$ cat src/rtl/lcd_pkg.sv
// ---------------------------------------------------------------------------
// lcd_pkg
// Shared definitions for the HD44780-class 16x2 LCD controller:
//   - sequencer and byte-writer state enums
//   - LCD command opcodes used by init and refresh
//   - helpers that map a sequence index to the byte to send
// ---------------------------------------------------------------------------
package lcd_pkg;

  // Top-level sequencing: wait after power-up, send init bytes, rewrite rows, rest.
  typedef enum logic [1:0] {
    SEQ_POWERUP,
    SEQ_INIT,
    SEQ_REFRESH,
    SEQ_IDLE
  } seq_state_t;

  // Per-byte bus phases driven by the byte writer.
  typedef enum logic [1:0] {
    PH_IDLE,
    PH_SETUP,
    PH_PULSE,
    PH_HOLD
  } phase_t;

  localparam logic [7:0] CMD_FUNC_SET = 8'h38;  // 8-bit bus, 2 lines, 5x8 font
  localparam logic [7:0] CMD_DISP_ON  = 8'h0C;  // display on, no cursor
  localparam logic [7:0] CMD_ENTRY    = 8'h06;  // auto-increment, no shift
  localparam logic [7:0] CMD_CLEAR    = 8'h01;  // clear display (slow command)
  localparam logic [7:0] CMD_ROW0     = 8'h80;  // DDRAM address 0x00
  localparam logic [7:0] CMD_ROW1     = 8'hC0;  // DDRAM address 0x40

  localparam int INIT_BYTES    = 4;
  localparam int REFRESH_BYTES = 34;

  // Init command for a given position in the power-up sequence.
  function automatic logic [7:0] init_byte(input logic [5:0] idx);
    case (idx)
      6'd0:    return CMD_FUNC_SET;
      6'd1:    return CMD_DISP_ON;
      6'd2:    return CMD_ENTRY;
      default: return CMD_CLEAR;
    endcase
  endfunction

  // {rs, data} for refresh byte idx. The snapshot is {top, bottom} with
  // column 0 of the top row in the most significant byte, so the 32
  // characters appear in display order from MSB down.
  function automatic logic [8:0] refresh_byte(input logic [5:0] idx,
                                              input logic [255:0] snap);
    int col;
    if (idx == 6'd0)  return {1'b0, CMD_ROW0};
    if (idx == 6'd17) return {1'b0, CMD_ROW1};
    col = (idx <= 6'd16) ? int'(idx) - 1 : int'(idx) - 2;
    return {1'b1, 8'(snap >> (8 * (31 - col)))};
  endfunction

endpackage

$ cat src/rtl/lcd_byte_writer.sv
// ---------------------------------------------------------------------------
// lcd_byte_writer
// Drives one byte onto the LCD bus with setup / enable pulse / hold timing.
// A new start is accepted when idle or in the last hold cycle, so bytes can
// be chained with no dead cycles.
// Ports:
//   clk, nRst   clock, async active-low reset
//   start       request to send data/rs (accepted when idle or done)
//   data, rs    byte and register select for the request
//   long_wait   use the long post-byte wait (clear command)
//   done        high in the final hold cycle of the current byte
//   lcd_en      enable strobe (registered)
//   lcd_rs      register select (registered, held after the byte)
//   lcd_data    data bus (registered, held after the byte)
// ---------------------------------------------------------------------------
module lcd_byte_writer
  import lcd_pkg::*;
#(
  parameter int EN_CYC    = 5,
  parameter int WAIT_CYC  = 500,
  parameter int CLEAR_CYC = 20000
) (
  input  logic       clk,
  input  logic       nRst,
  input  logic       start,
  input  logic [7:0] data,
  input  logic       rs,
  input  logic       long_wait,
  output logic       done,
  output logic       lcd_en,
  output logic       lcd_rs,
  output logic [7:0] lcd_data
);

  localparam int MAX_A   = (EN_CYC > WAIT_CYC) ? EN_CYC : WAIT_CYC;
  localparam int CNT_MAX = (MAX_A > CLEAR_CYC) ? MAX_A : CLEAR_CYC;
  localparam int CNT_W   = (CNT_MAX < 2) ? 1 : $clog2(CNT_MAX + 1);

  phase_t             phase;
  logic [CNT_W-1:0]   cnt;
  logic               long_q;
  logic [CNT_W-1:0]   hold_last;
  logic               accept;

  assign hold_last = long_q ? CNT_W'(CLEAR_CYC - 1) : CNT_W'(WAIT_CYC - 1);
  assign done      = (phase == PH_HOLD) && (cnt == hold_last);
  assign accept    = start && ((phase == PH_IDLE) || done);

  // Phase engine: SETUP is a single cycle, PULSE and HOLD count their lengths.
  // Data and rs are only loaded on accept, so they stay stable for the whole
  // byte and keep the last value while idle.
  always_ff @(posedge clk or negedge nRst) begin
    if (!nRst) begin
      phase    <= PH_IDLE;
      cnt      <= '0;
      long_q   <= 1'b0;
      lcd_en   <= 1'b0;
      lcd_rs   <= 1'b0;
      lcd_data <= 8'h00;
    end else if (accept) begin
      phase    <= PH_SETUP;
      cnt      <= '0;
      long_q   <= long_wait;
      lcd_en   <= 1'b0;
      lcd_rs   <= rs;
      lcd_data <= data;
    end else begin
      case (phase)
        PH_SETUP: begin
          phase  <= PH_PULSE;
          cnt    <= '0;
          lcd_en <= 1'b1;
        end
        PH_PULSE: begin
          if (cnt == CNT_W'(EN_CYC - 1)) begin
            phase  <= PH_HOLD;
            cnt    <= '0;
            lcd_en <= 1'b0;
          end else begin
            cnt <= cnt + 1'b1;
          end
        end
        PH_HOLD: begin
          if (done) begin
            phase <= PH_IDLE;
            cnt   <= '0;
          end else begin
            cnt <= cnt + 1'b1;
          end
        end
        PH_IDLE: begin
          cnt <= '0;
        end
      endcase
    end
  end

endmodule

$ cat src/rtl/lcd1602_controller.sv
// ---------------------------------------------------------------------------
// lcd1602_controller
// Sequences a 16x2 HD44780-class LCD in 8-bit write-only mode: power-up
// wait, init commands, then a full two-row rewrite whenever the image
// changes or update is pulsed.
// Ports:
//   clk, nRst   clock, async active-low reset
//   top         row 0 image, [127:120] is column 0
//   bottom      row 1 image, same packing
//   update      force one refresh even if the image is unchanged
//   lcd_en      enable strobe
//   lcd_rs      0 = command, 1 = data
//   lcd_rw      always 0 (write only)
//   lcd_data    data bus
//   ready       init complete
//   busy        init or refresh in progress (0 only when idle)
// ---------------------------------------------------------------------------
module lcd1602_controller
  import lcd_pkg::*;
#(
  parameter int POWERUP_CYC = 400000,
  parameter int EN_CYC      = 5,
  parameter int WAIT_CYC    = 500,
  parameter int CLEAR_CYC   = 20000
) (
  input  logic         clk,
  input  logic         nRst,
  input  logic [127:0] top,
  input  logic [127:0] bottom,
  input  logic         update,
  output logic         lcd_en,
  output logic         lcd_rs,
  output logic         lcd_rw,
  output logic [7:0]   lcd_data,
  output logic         ready,
  output logic         busy
);

  localparam int CNT_MAX = (POWERUP_CYC > CLEAR_CYC) ? POWERUP_CYC : CLEAR_CYC;
  localparam int CNT_W   = (CNT_MAX < 2) ? 1 : $clog2(CNT_MAX + 1);

  seq_state_t       state, state_nx;
  logic [CNT_W-1:0] pwr_cnt;
  logic [5:0]       idx;
  logic [255:0]     snapshot;
  logic             pending;
  logic             trigger;
  logic             load_snap;
  logic             wr_start;
  logic [7:0]       wr_data;
  logic             wr_rs;
  logic             wr_long;
  logic             wr_done;

  assign lcd_rw = 1'b0;

  // Next-byte selection. Each new byte is requested in the same cycle the
  // writer reports done, which keeps the byte period free of gaps. Starting
  // a refresh always sends the row-0 address first, so the snapshot can be
  // loaded in that same cycle and is valid before the first character.
  always_comb begin
    state_nx  = state;
    wr_start  = 1'b0;
    wr_data   = 8'h00;
    wr_rs     = 1'b0;
    wr_long   = 1'b0;
    load_snap = 1'b0;
    trigger   = ready && (({top, bottom} != snapshot) || update || pending);
    case (state)
      SEQ_POWERUP: begin
        if (pwr_cnt == CNT_W'(POWERUP_CYC - 1)) begin
          wr_start = 1'b1;
          wr_data  = init_byte(6'd0);
          state_nx = SEQ_INIT;
        end
      end
      SEQ_INIT: begin
        if (wr_done) begin
          wr_start = 1'b1;
          if (idx == 6'(INIT_BYTES - 1)) begin
            wr_data   = CMD_ROW0;
            load_snap = 1'b1;
            state_nx  = SEQ_REFRESH;
          end else begin
            wr_data = init_byte(idx + 6'd1);
          end
        end
      end
      SEQ_REFRESH: begin
        if (wr_done) begin
          if (idx == 6'(REFRESH_BYTES - 1)) begin
            state_nx = SEQ_IDLE;
          end else begin
            wr_start         = 1'b1;
            {wr_rs, wr_data} = refresh_byte(idx + 6'd1, snapshot);
          end
        end
      end
      SEQ_IDLE: begin
        if (trigger) begin
          wr_start  = 1'b1;
          wr_data   = CMD_ROW0;
          load_snap = 1'b1;
          state_nx  = SEQ_REFRESH;
        end
      end
    endcase
    // Only the clear command needs the long settle time; a character code
    // of 0x01 sent as data does not.
    wr_long = wr_start && !wr_rs && (wr_data == CMD_CLEAR);
  end

  // Sequencer registers. The byte index restarts on every state change and
  // advances once per requested byte. An update seen while busy is parked
  // in pending so it is honoured once the current pass finishes; starting
  // a refresh consumes it.
  always_ff @(posedge clk or negedge nRst) begin
    if (!nRst) begin
      state    <= SEQ_POWERUP;
      pwr_cnt  <= '0;
      idx      <= 6'd0;
      snapshot <= '0;
      pending  <= 1'b0;
      ready    <= 1'b0;
      busy     <= 1'b1;
    end else begin
      state <= state_nx;
      busy  <= (state_nx != SEQ_IDLE);

      if ((state == SEQ_POWERUP) && (state_nx == SEQ_POWERUP))
        pwr_cnt <= pwr_cnt + 1'b1;
      else
        pwr_cnt <= '0;

      if (state_nx != state)
        idx <= 6'd0;
      else if (wr_start)
        idx <= idx + 6'd1;

      if ((state == SEQ_INIT) && (state_nx == SEQ_REFRESH))
        ready <= 1'b1;

      if (load_snap) begin
        snapshot <= {top, bottom};
        pending  <= 1'b0;
      end else if (update) begin
        pending <= 1'b1;
      end
    end
  end

  lcd_byte_writer #(
    .EN_CYC   (EN_CYC),
    .WAIT_CYC (WAIT_CYC),
    .CLEAR_CYC(CLEAR_CYC)
  ) u_writer (
    .clk      (clk),
    .nRst     (nRst),
    .start    (wr_start),
    .data     (wr_data),
    .rs       (wr_rs),
    .long_wait(wr_long),
    .done     (wr_done),
    .lcd_en   (lcd_en),
    .lcd_rs   (lcd_rs),
    .lcd_data (lcd_data)
  );

endmodule
$ cat config.mk
export PLATFORM = sky130hd
export DESIGN_NAME = lcd1602_controller
export DESIGN_NICKNAME = d
export VERILOG_FILES = /design/src/rtl/lcd_pkg.sv /design/src/rtl/lcd_byte_writer.sv /design/src/rtl/lcd1602_controller.sv
export SDC_FILE = /design/constraint.sdc
export NUM_CORES = 1
export LEC_CHECK = 0
export BUFFER_PORTS_ARGS = -buffer_cell sky130_fd_sc_hd__buf_4
export CELL_PAD_IN_SITES_DETAIL_PLACEMENT = 0
export CELL_PAD_IN_SITES_GLOBAL_PLACEMENT = 2
export CORE_AREA = 2 2 231 233
export DETAILED_ROUTE_END_ITERATION = 8
export DIE_AREA = 0 0 233 235
export GPL_TIMING_DRIVEN = 0
export HOLD_SLACK_MARGIN = 0.05
export PLACE_DENSITY = 0.83
export SLEW_MARGIN = 20
export SYNTH_ARGS = -nofsm -noshare
export SYNTH_HDL_FRONTEND = slang
export SYNTH_SLANG_ARGS = --single-unit
$ cat constraint.sdc
create_clock -name clk -period 7.55 [get_ports clk]
set_input_delay 1.51 -clock clk [delete_from_list [all_inputs] [get_ports clk]]
set_output_delay 1.51 -clock clk [all_outputs]
set_load 0.02 [all_outputs]
==> summary.md <==
| Metric | Value |
|---|---|
| Critical setup path kind | reg2reg |
| Fin crit share | 0.987 |
| Cells along the critical path | clkbuf_2 -> clkinvlp_4 -> clkbuf_2 -> clkbuf_2 -> ha_1 -> buf_2 -> inv_2 -> clkbuf_2 -> clkbuf_2 -> ha_1 -> o21ai_0 -> o21ai_0 -> o21ai_4 -> clkbuf_2 -> buf_1 -> nand4_1 -> a311oi_1 -> o22a_1 |
| Status | complete, no violations |
| Die height | 235 microns |
| Drt first pass iters | 9 |
| Routability cong. | 1.04 |
| YS warnings | 0 |
| Netlist Area Pre-Place | 21,200 sq um |
| Largest net degree at the start of global routing | 93 |
| Hold Crit Start | pwr_cnt[0] |
| Chip width | 233 microns |
| Final setup viols | 0 |
| Post-Route Skew | 0.0301 ns |
| Drt wl/cell | 36.5 microns |
| Die Area | 54,800 sq um |
| Hold endpoint | pwr_cnt[0] |
| Synth Net Count | 2,392 |
| CTS tree | built |
| Gr usage total | 0.417 |
| Global-route wire length before repair | 158 mm |
| Slowest stage delay, CP | 0.76 ns |
| RSZ-0062 raised after global routing | false |
| Worst EP arrival | 7.95 ns |
| Avg Cell Area, Syn | 9.96 sq um |
| Cell Area, Placed | 24,200 sq um |
| Max Clk Rate | 134 MHz |
| RR Endpoint | u_writer.lcd_data[3] |
| Number of library cell types mapped by synthesis | 91 |
| H-tree levels | 2 |
| Clock transition at the registers of the reported paths | 0.06 ns |
| Vias per inst | 6.44 |
| Clock latency on the worst-skew pair | 0.58 ns |
| WL final | 115 mm |
| VDD IR max | 0.000150 V |
| Busiest metal layer after global routing | met2 |
| Primary FF master, synth | dfrtp_1 |
| Layout cells sized above 1 | 0.258 |
| Max-slew headroom | 0.160 |
| Hold_buf cts | 0 |
| Via Count | 20,300 |
| Final hold violations | 0 |
| GRT met2 Usage | 0.614 |
| Post-synthesis sequential area ratio | 0.371 |
| Setup crit end kind | flop |
| Maxcap violations | 0 |
| Ys async rst share | 1.00 |
| IO Pins | 272 |
| CTS Root Cell | clkbuf_16 |
| Initial antenna violation count | 7 |
| Antenna Nets Post-Route | 0 |
| Worst hold path depth | 1 |
| Critical Path RT | 8.05 ns |
| Worst Max-Slew Pin Slew | 1.25 ns |
| Initial core utilization | 0.405 |
| Area grow syn2layout | 20.6% |
| Worst hold margin | 0.485 ns |
| Met3 usage | 0.106 |
| Port Buffers | 270 |
| Tmin final | 7.45 ns |
| Worst r2r src | idx[0] |
| Row cnt | 84 |
| Max Slew Vio Count | 0 |
| Pwr dens | 170 nW/um^2 |
| Initial DRC count | 2,377 |
| CORE AREA | 52,200 sq um |
| Pleak | 11.0 nW |
| CP max stage cell | a311oi_1 |
| DR DRC count | 0 |
| Crit path max fanout | 15 |
| Cells after Synth | 2,123 |
| Reg-to-reg slack, setup | 0.1 ns |
| Flops & latches, synth | 314 |
| Hold crit path type | reg2reg |
| Met1 Use GR | 0.540 |
| DP HPWL | 89.3 mm |
| EDFF count, synth | 0 |
| Layout net count | 2,709 |
| Clock Sinks | 314 |
| Most used cell, CP | clkbuf_2 |
| CTS Buf Count | 39 |
| Remaining Overflow, GRT | 0 |
| Register-to-Register Path Depth | 18 |
| Worst Setup Start Kind | flop |
| Post-route cell area | 25,500 sq um |
| Longest Clk Path Bufs | 3 |
| Vias in the first global route | 19,900 |
synth_stat cells, types with 48 or more instances:
library cell / instances / area [sq um]
xor2_1: 83 / 727
dfrtp_1: 313 / 7830
clkbuf_1: 63 / 236
mux2_4: 91 / 1370
o21ai_0: 103 / 515
nand2_1: 140 / 526
inv_1: 92 / 345
buf_2: 51 / 255
mux2_1: 71 / 800
mux2_2: 78 / 878
o221ai_1: 48 / 420
nor2_1: 120 / 450
nand4_1: 48 / 300
nand3_1: 56 / 280
xnor2_1: 139 / 1220
o22ai_1: 62 / 388
layout by cell type, fill, tap and decap left out, types with 12 or more instances in the layout:
cell type	instances
a21oi_1	43
o31ai_1	15
a31oi_1	12
dfrtp_1	313
nor3_1	23
o221ai_1	48
xor2_1	83
o21ai_0	103
nand2_1	140
nor4_1	33
o22ai_1	62
a311oi_1	16
a22oi_1	13
nor2b_1	46
and3_1	30
a221oi_1	20
clkbuf_16	41
nand2b_1	19
buf_4	277
clkbuf_1	64
mux2_4	91
inv_1	91
mux2_2	78
nor2_1	120
nand4_1	48
buf_2	52
mux2i_1	36
a2111oi_0	15
xnor2_1	139
mux4_2	13
nand3_1	56
a211oi_1	25
mux2_1	71
critical path, delay by kind of cell, from the launching register on:
kind                       cells  cell delay, ns
AOI/OAI and AO/OA              5            1.84
adders and majority gates      2            0.74
buffers and inverters         10            4.03
DFF                            1            0.52
and+or+nand+nor                1            0.18
what timing repair did:
| item | CTS | global route |
|---|---|---|
| endpoints found under the setup margin | 8 | 5 |
| setup buffers | 0 | 3 |
| pin swaps | 0 | 0 |
| resized for setup | 6 | 3 |
stage by stage:
| stage | TNS [ns] | power, mW | worst slack, ns | util | cells |
|---|---|---|---|---|---|
| finish | 0 | 4.35 | 0.0984 | 0.488 | 3155 |
| global route | 0 | 4.47 | 0.153 | 0.488 | 3154 |
| CTS | 0 | 4.35 | 0.0710 | 0.488 | 3151 |
| detailed placement | -13.80 | 2.44 | -2.14 | 0.463 | 3086 |
| global placement | -17.71 | 2.42 | -2.24 | 0.460 | 3081 |
| floorplan | 0 | 2.09 | 2.44 | - | 2123 |
state kept, by name, summed over array words and instances, names as in the netlist:
name	count
u_writer.long_q	1
idx	6
snapshot	256
ready	1
busy	1
pwr_cnt	19
u_writer.phase	2
u_writer.lcd_data	8
u_writer.cnt	15
u_writer.lcd_en	1
pending	1
state	2
u_writer.lcd_rs	1
final cells by class:
class	instances	area, sq um
fillers	4875	26700
multi-input cells	1569	12100
flip-flops and latches	314	7860
repair buffers	278	2150
clock buffers	59	1180
plain buffers	145	870
well taps	688	861
inverters	93	353
clock inverters	8	100
diodes	1	2.50
report_power, final:
part / switching, mW / internal (mW) / total [mW] / leakage, nW
Sequential: 0.134 / 1.75 / 1.89 / 3.70
Combinational: 0.269 / 0.269 / 0.539 / 6.65
Clock: 0.778 / 1.15 / 1.92 / 0.629
Total: 1.18 / 3.17 / 4.35 / 11.0
per-layer routing:
metal | wire length (microns) | share of wire
met1 | 45600 | 0.40
met2 | 49000 | 0.43
met3 | 11500 | 0.10
met4 | 9040 | 0.078
met5 | 41 | 0.00036
worst max-delay path by stage:
stage | start | end | slack, ns | cells past startpoint
global placement | idx[0] | u_writer.lcd_data[3] | -2.24 | 20
detailed placement | idx[0] | u_writer.lcd_data[3] | -2.14 | 20
floorplan | idx[0] | u_writer.lcd_data[1] | 2.44 | 18
finish | idx[0] | u_writer.lcd_data[3] | 0.1 | 18
CTS | idx[0] | u_writer.lcd_data[3] | 0.07 | 19
global route | idx[0] | u_writer.lcd_data[1] | 0.15 | 20
cell families (layout without fill, tap and decap cells):
| logic type | count (synthesis) | in the layout | synth area share |
|---|---|---|---|
| AOI/OAI and AO/OA | 474 | 474 | 0.160 |
| xor gates and xnor gates | 222 | 222 | 0.0919 |
| adders and majority gates | 10 | 10 | 0.00591 |
| buffers and inverters | 240 | 583 | 0.0575 |
| DFF | 314 | 314 | 0.371 |
| muxes | 289 | 289 | 0.175 |
| other | 1 | 2 | 0.000177 |
| and+or+nand+nor | 573 | 573 | 0.138 |
No activity file was read; power rests on OpenSTA's default activity.
